$ cat src/rtl/sha256_msg_sequencer.sv
// ---------------------------------------------------------------------------
// sha256_msg_sequencer
//
// Message-level controller that sits in front of a SHA-256 block core.
// It takes a message as a stream of 32-bit big-endian words, packs 512-bit
// blocks, adds the FIPS 180-4 padding (0x80 marker, zero fill and 64-bit
// bit length), and hands each block to the core. The core is reset between
// messages. The final digest is captured and announced with a one-cycle
// pulse.
//
// Optional feature macro: SHA256_SEQ_ABORT_EN (adds the 'abort' input).
//
// Ports
//   clk, rst_n            clock, asynchronous active-low reset
//   s_data/s_valid/s_ready/s_last/s_bytes
//                         message word stream; s_bytes = valid bytes in the
//                         last word (0 means 4)
//   core_rst_n            registered active-low reset to the core
//   core_start_block      one-cycle start strobe to the core
//   core_block_in         512-bit block, stable from ISSUE through WAIT
//   core_block_valid      one-cycle block-valid strobe to the core
//   core_busy, core_comp_done, core_hash_out
//                         status and result from the core
//   busy                  high outside IDLE and DONE
//   digest, digest_valid  final hash and its one-cycle update pulse
//   blk_count             blocks issued for the current message (wraps)
//   dbg_state             current FSM state
//   abort                 (SHA256_SEQ_ABORT_EN only) drop the message
//
// Handshakes: a word moves when s_valid & s_ready are both high on a rising
// clock edge; s_ready is high only in FILL and does not depend on s_valid.
// Towards the core, core_start_block is high for the cycle after ISSUE sees
// core_busy low, and core_block_valid is high for the cycle after that.
// ---------------------------------------------------------------------------
module sha256_msg_sequencer (
  input  logic         clk,
  input  logic         rst_n,
  input  logic [31:0]  s_data,
  input  logic         s_valid,
  output logic         s_ready,
  input  logic         s_last,
  input  logic [1:0]   s_bytes,
`ifdef SHA256_SEQ_ABORT_EN
  input  logic         abort,
`endif
  output logic         core_rst_n,
  output logic         core_start_block,
  output logic [511:0] core_block_in,
  output logic         core_block_valid,
  input  logic         core_busy,
  input  logic         core_comp_done,
  input  logic [255:0] core_hash_out,
  output logic         busy,
  output logic [255:0] digest,
  output logic         digest_valid,
  output logic [15:0]  blk_count,
  output logic [3:0]   dbg_state
);

  typedef enum logic [3:0] {
    S_IDLE  = 4'd0,
    S_INIT  = 4'd1,
    S_FILL  = 4'd2,
    S_PAD   = 4'd3,
    S_ISSUE = 4'd4,
    S_FEED  = 4'd5,
    S_WAIT  = 4'd6,
    S_GAP   = 4'd7,
    S_DONE  = 4'd8
  } state_t;

  state_t         state_q;
  logic [511:0]   buf_q;
  logic [3:0]     widx_q;
  logic [63:0]    msg_bits_q;
  logic [15:0]    blk_count_q;
  logic           marker_done_q;
  logic           final_q;
  logic           last_q;        // message terminated (s_last seen)
  logic [2:0]     lbytes_q;      // valid bytes in the last word, 1..4
  logic           core_rst_n_q;
  logic           start_q;
  logic           valid_q;
  logic [255:0]   digest_q;
  logic           digest_valid_q;

  logic [511:0]   fill_blk_d;
  logic [511:0]   pad_blk_d;
  logic [511:0]   gap_blk_d;
  logic [6:0]     pad_pos_d;     // byte offset of the marker in the block
  logic           pad_fits_d;
  logic [5:0]     bits_inc_d;
  logic           abort_hit;

`ifdef SHA256_SEQ_ABORT_EN
  assign abort_hit = abort && (state_q != S_IDLE) && (state_q != S_DONE);
`else
  assign abort_hit = 1'b0;
`endif

  // Bits contributed by the word currently offered.
  assign bits_inc_d = (s_last && (s_bytes != 2'd0)) ? {1'b0, s_bytes, 3'b000} : 6'd32;

  // Buffer with the offered word written at widx (word 0 is the MSBs).
  always_comb begin
    fill_blk_d = buf_q;
    for (int w = 0; w < 16; w++) begin
      if (widx_q == 4'(w)) fill_blk_d[511-32*w -: 32] = s_data;
    end
  end

  // Padding of the block holding the last message word. pad_pos is 64 when
  // the last word filled the block: nothing is written, and the marker is
  // deferred to the following pad block.
  always_comb begin
    pad_pos_d  = {1'b0, widx_q, 2'b00} + {4'b0000, lbytes_q};
    pad_fits_d = (pad_pos_d <= 7'd55);
    pad_blk_d  = buf_q;
    for (int b = 0; b < 64; b++) begin
      if (7'(b) == pad_pos_d) begin
        pad_blk_d[511-8*b -: 8] = 8'h80;
      end else if (7'(b) > pad_pos_d) begin
        pad_blk_d[511-8*b -: 8] = 8'h00;
      end
    end
    if (pad_fits_d) pad_blk_d[63:0] = msg_bits_q;
  end

  // Extra block carrying only (maybe) the marker and the length.
  always_comb begin
    gap_blk_d = '0;
    if (!marker_done_q) gap_blk_d[511:504] = 8'h80;
    gap_blk_d[63:0] = msg_bits_q;
  end

  always_ff @(posedge clk or negedge rst_n) begin
    if (!rst_n) begin
      state_q        <= S_IDLE;
      buf_q          <= '0;
      widx_q         <= '0;
      msg_bits_q     <= '0;
      blk_count_q    <= '0;
      marker_done_q  <= 1'b0;
      final_q        <= 1'b0;
      last_q         <= 1'b0;
      lbytes_q       <= 3'd4;
      core_rst_n_q   <= 1'b0;
      start_q        <= 1'b0;
      valid_q        <= 1'b0;
      digest_q       <= '0;
      digest_valid_q <= 1'b0;
    end else if (abort_hit) begin
      // The core is reset for one cycle so nothing of this message survives.
      state_q        <= S_IDLE;
      core_rst_n_q   <= 1'b0;
      start_q        <= 1'b0;
      valid_q        <= 1'b0;
      digest_valid_q <= 1'b0;
    end else begin
      case (state_q)
        S_IDLE: begin
          core_rst_n_q   <= 1'b1;
          digest_valid_q <= 1'b0;
          if (s_valid) begin
            core_rst_n_q <= 1'b0;
            state_q      <= S_INIT;
          end
        end
        S_INIT: begin
          core_rst_n_q  <= 1'b1;
          buf_q         <= '0;
          widx_q        <= '0;
          msg_bits_q    <= '0;
          blk_count_q   <= '0;
          marker_done_q <= 1'b0;
          final_q       <= 1'b0;
          last_q        <= 1'b0;
          state_q       <= S_FILL;
        end
        S_FILL: begin
          if (s_valid) begin
            buf_q      <= fill_blk_d;
            msg_bits_q <= msg_bits_q + {58'd0, bits_inc_d};
            if (s_last) begin
              last_q   <= 1'b1;
              lbytes_q <= (s_bytes == 2'd0) ? 3'd4 : {1'b0, s_bytes};
              state_q  <= S_PAD;
            end else if (widx_q == 4'd15) begin
              state_q <= S_ISSUE;
            end else begin
              widx_q <= widx_q + 4'd1;
            end
          end
        end
        S_PAD: begin
          buf_q <= pad_blk_d;
          if (pad_pos_d != 7'd64) marker_done_q <= 1'b1;
          if (pad_fits_d) final_q <= 1'b1;
          state_q <= S_ISSUE;
        end
        S_ISSUE: begin
          if (!core_busy) begin
            start_q <= 1'b1;
            state_q <= S_FEED;
          end
        end
        S_FEED: begin
          start_q     <= 1'b0;
          valid_q     <= 1'b1;
          blk_count_q <= blk_count_q + 16'd1;
          state_q     <= S_WAIT;
        end
        S_WAIT: begin
          valid_q <= 1'b0;
          if (core_comp_done) begin
            if (final_q) digest_q <= core_hash_out;
            state_q <= S_GAP;
          end
        end
        S_GAP: begin
          if (final_q) begin
            digest_valid_q <= 1'b1;
            state_q        <= S_DONE;
          end else if (!last_q) begin
            buf_q   <= '0;
            widx_q  <= '0;
            state_q <= S_FILL;
          end else begin
            buf_q         <= gap_blk_d;
            marker_done_q <= 1'b1;
            final_q       <= 1'b1;
            state_q       <= S_ISSUE;
          end
        end
        S_DONE: begin
          digest_valid_q <= 1'b0;
          state_q        <= S_IDLE;
        end
        default: state_q <= S_IDLE;
      endcase
    end
  end

  assign s_ready          = (state_q == S_FILL);
  assign busy             = (state_q != S_IDLE) && (state_q != S_DONE);
  assign core_rst_n       = core_rst_n_q;
  assign core_start_block = start_q;
  assign core_block_valid = valid_q;
  assign core_block_in    = buf_q;
  assign digest           = digest_q;
  assign digest_valid     = digest_valid_q;
  assign blk_count        = blk_count_q;
  assign dbg_state        = state_q;

endmodule

$ cat config.mk
export PLATFORM = sky130hd
export DESIGN_NAME = sha256_msg_sequencer
export DESIGN_NICKNAME = d
export VERILOG_FILES = /design/src/rtl/sha256_msg_sequencer.sv
export SDC_FILE = /design/constraint.sdc
export NUM_CORES = 1
export LEC_CHECK = 0
export ABC_AREA = 1
export BUFFER_PORTS_ARGS = -buffer_cell sky130_fd_sc_hd__buf_2
export CORE_AREA = 4 4 419 421
export DETAILED_ROUTE_END_ITERATION = 12
export DIE_AREA = 0 0 423 425
export REMOVE_ABC_BUFFERS = 1
export SLEW_MARGIN = 5
export SYNTH_ARGS = -nofsm -noshare
export SYNTH_HDL_FRONTEND = slang
export SYNTH_SLANG_ARGS = --single-unit
$ cat constraint.sdc
create_clock -name clk -period 5.7 [get_ports clk]
set_clock_uncertainty 0.05 [all_clocks]
set_input_delay 0.855 -clock clk [delete_from_list [all_inputs] [get_ports clk]]
set_output_delay 0.855 -clock clk [all_outputs]
set_load 0.01 [all_outputs]
==> flow_metrics.env <==
export IMPL_worst_margin_slew_ns=1.18
export IMPL_dr_pass1_iters=6
export IMPL_worstPathMaxFanout=37
export IMPL_cts_resized_gates=0
export IMPL_register_area_share_after_synthesis_pct=58.0
export IMPL_worst_r2r_startpoint="widx_q[0]$_DFFE_PN0P_"
export IMPL_design_die_area_mm2=0.180
export IMPL_critical_path_reg2reg_endpoint="core_block_in[83]$_DFFE_PN0P_"
export IMPL_layout_cells_most_common="sky130_fd_sc_hd__nand2_1"
export IMPL_timing_final_hold_violations=0
export IMPL_first_iter_violations=3468
export IMPL_grt_total_usage_pct=22.3
export IMPL_finalMaxSlewViolations=0
export IMPL_power_density_mw_per_mm2=627
export IMPL_worstPathArrival_ns=4.59
export IMPL_vias=34800
export IMPL_total_power_mw=30.6
export IMPL_estimated_wirelength_of_the_detail_placed_design_mm=168
export IMPL_routed_via_density=4.67
export IMPL_comb_power_share_pct=43.3
export IMPL_critical_path_max_stage_delay_ns=0.69
export IMPL_max_clock_path_buffers=3
export IMPL_crit_family="simple AND/OR/NAND/NOR gates"
export IMPL_critPathMostFrequentCell="sky130_fd_sc_hd__nand2_1"
export IMPL_die_width_um=423
export IMPL_grt_start_max_net_pins=146
export IMPL_finalCritPeriodShare_pct=70.4
export IMPL_synth_instances=3988
export IMPL_crit_start="widx_q[0]$_DFFE_PN0P_"
export IMPL_power_switching_share_pct=45.9
export IMPL_drt_wl_total_mm=209
export IMPL_boundaryPins=1090
export IMPL_count_of_flip_flops_with_a_built_in_enable_after_synthesis=0
export IMPL_final_period_minus_worst_setup_slack_ns=4.01
export IMPL_yosysWarnings=0
export IMPL_cts_sinks=863
export IMPL_final_setup_viol_count=0
export IMPL_cpMaxStageDelayCell="sky130_fd_sc_hd__nand2_2"
export IMPL_cp_end_kind="register"
export IMPL_design_core_area_mm2=0.171
export IMPL_initial_antenna_violation_count=101
export IMPL_run_status="finished clean"
export IMPL_clock_edge_transition_at_the_registers_on_the_reported_setup_and_hold_paths_ns=0.06
export IMPL_sequentialPowerShare_pct=34.1
export IMPL_cts_setup_buffers=0
export IMPL_start_util_pct=21.7
export IMPL_max_cap_viol_count=0
export IMPL_worst_r2r_setup_slack_ns=1.69
export IMPL_buffer_ports_inserted=1089
export IMPL_crit_required_ns=6.28
export IMPL_timing_reg2reg_worst_path_depth=9
export IMPL_fmax_mhz=249
export IMPL_vdd_ir_drop_worst_uv=258
export IMPL_p_int_mw=16.6
export IMPL_cp_cell_sequence="ha_1 -> ha_1 -> nand2_2 -> nand2_1 -> nor2_1 -> nand2_1 -> nand3_1 -> nand2_1 -> o21ai_0"
export IMPL_hold_slack_ns=0.118
export IMPL_synthToLayoutAreaGrowth_pct=31.1
export IMPL_power_net_switching_mw=14.1
export IMPL_cts_made_buffers=101
export IMPL_gpl_final_weighted_congestion=0.938
export IMPL_detail_route_drc_violations=0
export IMPL_cts_htree_levels=3
export IMPL_grt_pass1_wl_mm=280
export IMPL_commonest_cells_after_routing_fill_and_taps_aside="sky130_fd_sc_hd__nand2_1 (1160), sky130_fd_sc_hd__buf_2 (1088), sky130_fd_sc_hd__dfrtp_1 (862), sky130_fd_sc_hd__o21ai_0 (417), sky130_fd_sc_hd__nand3_1 (277)"
export IMPL_yosys_register_bits=863
export IMPL_count_of_cell_types_in_the_netlist=49
export IMPL_max_slew_margin_rel_pct=20.9
export IMPL_cts_hold_fix_buffers=0
export IMPL_cts_tree="yes"
export IMPL_grt_overflow=0
export IMPL_die_h_um=425
export IMPL_p_leak_nw=25.2
export IMPL_wl_per_cell_um=28.1
export IMPL_num_nets_final=5340
export IMPL_ys_dominant_reg_cell="sky130_fd_sc_hd__dfrtp_1"
export IMPL_setup_worst_path_class="register to register"
export IMPL_detail_route_antenna_nets=0
export IMPL_insertion_delay_ns=0.74
export IMPL_finalSetupTns_ns=0
export IMPL_synth_cell_area_mm2=0.0373
export IMPL_first_global_vias=33100
export IMPL_setup_worst_path_start_class="register"
export IMPL_rsz_0062_raised_after_global_routing="no"
export IMPL_critical_path_n_buffers_inverters=0
export IMPL_final_layout_size_suffix_gt1_share_pct=31.6
export IMPL_synth_avg_cell_area_um2=9.34
export IMPL_clk_root_buf="sky130_fd_sc_hd__clkbuf_16"
export IMPL_synth_async_sr_flop_share_pct=100
export IMPL_placement_rows=152
export IMPL_hold_path_class="input port to asynchronous set/reset pin"
export IMPL_fraction_of_power_consumed_by_the_clock_network_pct=22.6
[worst register-to-register path, delay by kind of cell, from the launching register on]
kind / cells / cell delay (ns)
AO/OA/AOI/OAI: 1 / 0.44
adder cells (fa/ha/maj): 2 / 0.64
flip-flops: 1 / 0.45
AND/OR/NAND/NOR: 6 / 2.32
[worst max path at each step]
stage	depth (start not counted)	endpoint
final	9	core_block_in[83]$_DFFE_PN0P_
after global routing	10	core_block_in[67]$_DFFE_PN0P_
after CTS	9	core_block_in[83]$_DFFE_PN0P_
after detailed placement	9	core_block_in[83]$_DFFE_PN0P_
after global placement	9	core_block_in[321]$_DFFE_PN0P_
after floorplan	2	digest[0]$_DFFE_PN0P_
[layout make-up]
| type | count | area (um^2) |
|---|---|---|
| Multi-Input combinational cell | 2713 | 14000 |
| Sequential cell | 863 | 21600 |
| Inverter | 223 | 837 |
| Tap cell | 2310 | 2890 |
| Clock buffer | 153 | 2970 |
| Antenna cell | 37 | 92.6 |
| Clock inverter | 35 | 528 |
| Fill cell | 18400 | 123000 |
| Timing Repair Buffer | 1130 | 5870 |
[per-stage QoR]
step                      setup WS, ns  cell area (um^2)  std cells  utilization, %
after floorplan                  -4.87             36400       3799               -
after global placement            1.92             45200       7239            26.4
after detailed placement          1.84             45200       7239            26.4
after CTS                         1.84             48700       7427            28.4
after global routing              1.52             48800       7445            28.5
final                             1.69             48800       7464            28.5
[flip-flops by register name (all words and copies together), names as in the netlist]
signal and count:
widx_q 4, core_rst_n 1, final_q 1, last_q 1
core_start_block 1, lbytes_q 3, marker_done_q 1, digest_valid 1
core_block_in 512, msg_bits_q 61, core_block_valid 1, blk_count 16
dbg_state 4, digest 256
[power by group through the flow]
stage	Sequential, mW	Clock (mW)	Combinational, mW
after CTS	10.4	7.05	13.4
after global routing	10.7	7.28	14.3
after floorplan	11.5	0	4.36
after global placement	10.4	0	13.3
final	10.5	6.90	13.3
after detailed placement	10.5	0	13.4
[synth_stat cells, types with 2 or more instances]
cell type                   instances  area share (%)
sky130_fd_sc_hd__o31ai_1            2           0.040
sky130_fd_sc_hd__buf_6              3           0.091
sky130_fd_sc_hd__nand3b_1           4           0.081
sky130_fd_sc_hd__mux2_2           256             7.7
sky130_fd_sc_hd__ha_1              11            0.37
sky130_fd_sc_hd__nor3_1            29            0.39
sky130_fd_sc_hd__a21oi_1           70            0.94
sky130_fd_sc_hd__nand2_1         1163              12
sky130_fd_sc_hd__buf_2             65            0.87
sky130_fd_sc_hd__nand2_2           14            0.24
sky130_fd_sc_hd__or2_2              4           0.067
sky130_fd_sc_hd__o2111ai_1          3           0.071
sky130_fd_sc_hd__dfrtp_1          862              58
sky130_fd_sc_hd__nor2_1           242             2.4
sky130_fd_sc_hd__a2bb2oi_1          2           0.047
sky130_fd_sc_hd__o21ai_1           20            0.27
sky130_fd_sc_hd__nor2_4             2           0.060
sky130_fd_sc_hd__o21ai_0          417             5.6
sky130_fd_sc_hd__o21bai_1           5            0.10
sky130_fd_sc_hd__a31oi_1           33            0.55
sky130_fd_sc_hd__nand4_2            2           0.067
sky130_fd_sc_hd__buf_1             14            0.14
sky130_fd_sc_hd__nand2_4            3           0.091
sky130_fd_sc_hd__inv_2             12            0.12
sky130_fd_sc_hd__nand3_1          277             3.7
sky130_fd_sc_hd__o221ai_1           2           0.047
sky130_fd_sc_hd__o211ai_1           2           0.040
sky130_fd_sc_hd__xor2_1             4           0.094
sky130_fd_sc_hd__o22ai_1            3           0.050
sky130_fd_sc_hd__nor2_2             8            0.13
sky130_fd_sc_hd__nor4_1             2           0.034
sky130_fd_sc_hd__o21a_1             3           0.060
sky130_fd_sc_hd__inv_1            211             2.1
sky130_fd_sc_hd__nand3_2            9            0.24
sky130_fd_sc_hd__nand4_1          109             1.8
sky130_fd_sc_hd__a21o_1             2           0.040
sky130_fd_sc_hd__clkbuf_1         106             1.1
[routing by layer]
metal,wire (um),global-route usage [%]
met4,11500,10.9
met1,81900,27.3
met5,123,0
met2,91000,33.8
met3,24800,9.46
[kinds of logic (layout without fill, tap and decap cells)]
| group | count (synthesis) | in the layout | share of synthesized area, % |
|---|---|---|---|
| AO/OA/AOI/OAI | 567 | 567 | 7.93 |
| buffers and inverters | 412 | 1541 | 4.44 |
| other | 0 | 37 | 0 |
| multiplexers | 256 | 256 | 7.74 |
| adder cells (fa/ha/maj) | 12 | 12 | 0.423 |
| AND/OR/NAND/NOR | 1871 | 1871 | 21.2 |
| flip-flops | 863 | 863 | 58.0 |
| XOR/XNOR | 7 | 7 | 0.265 |
Note: power is estimated with default switching activity, not from simulation.
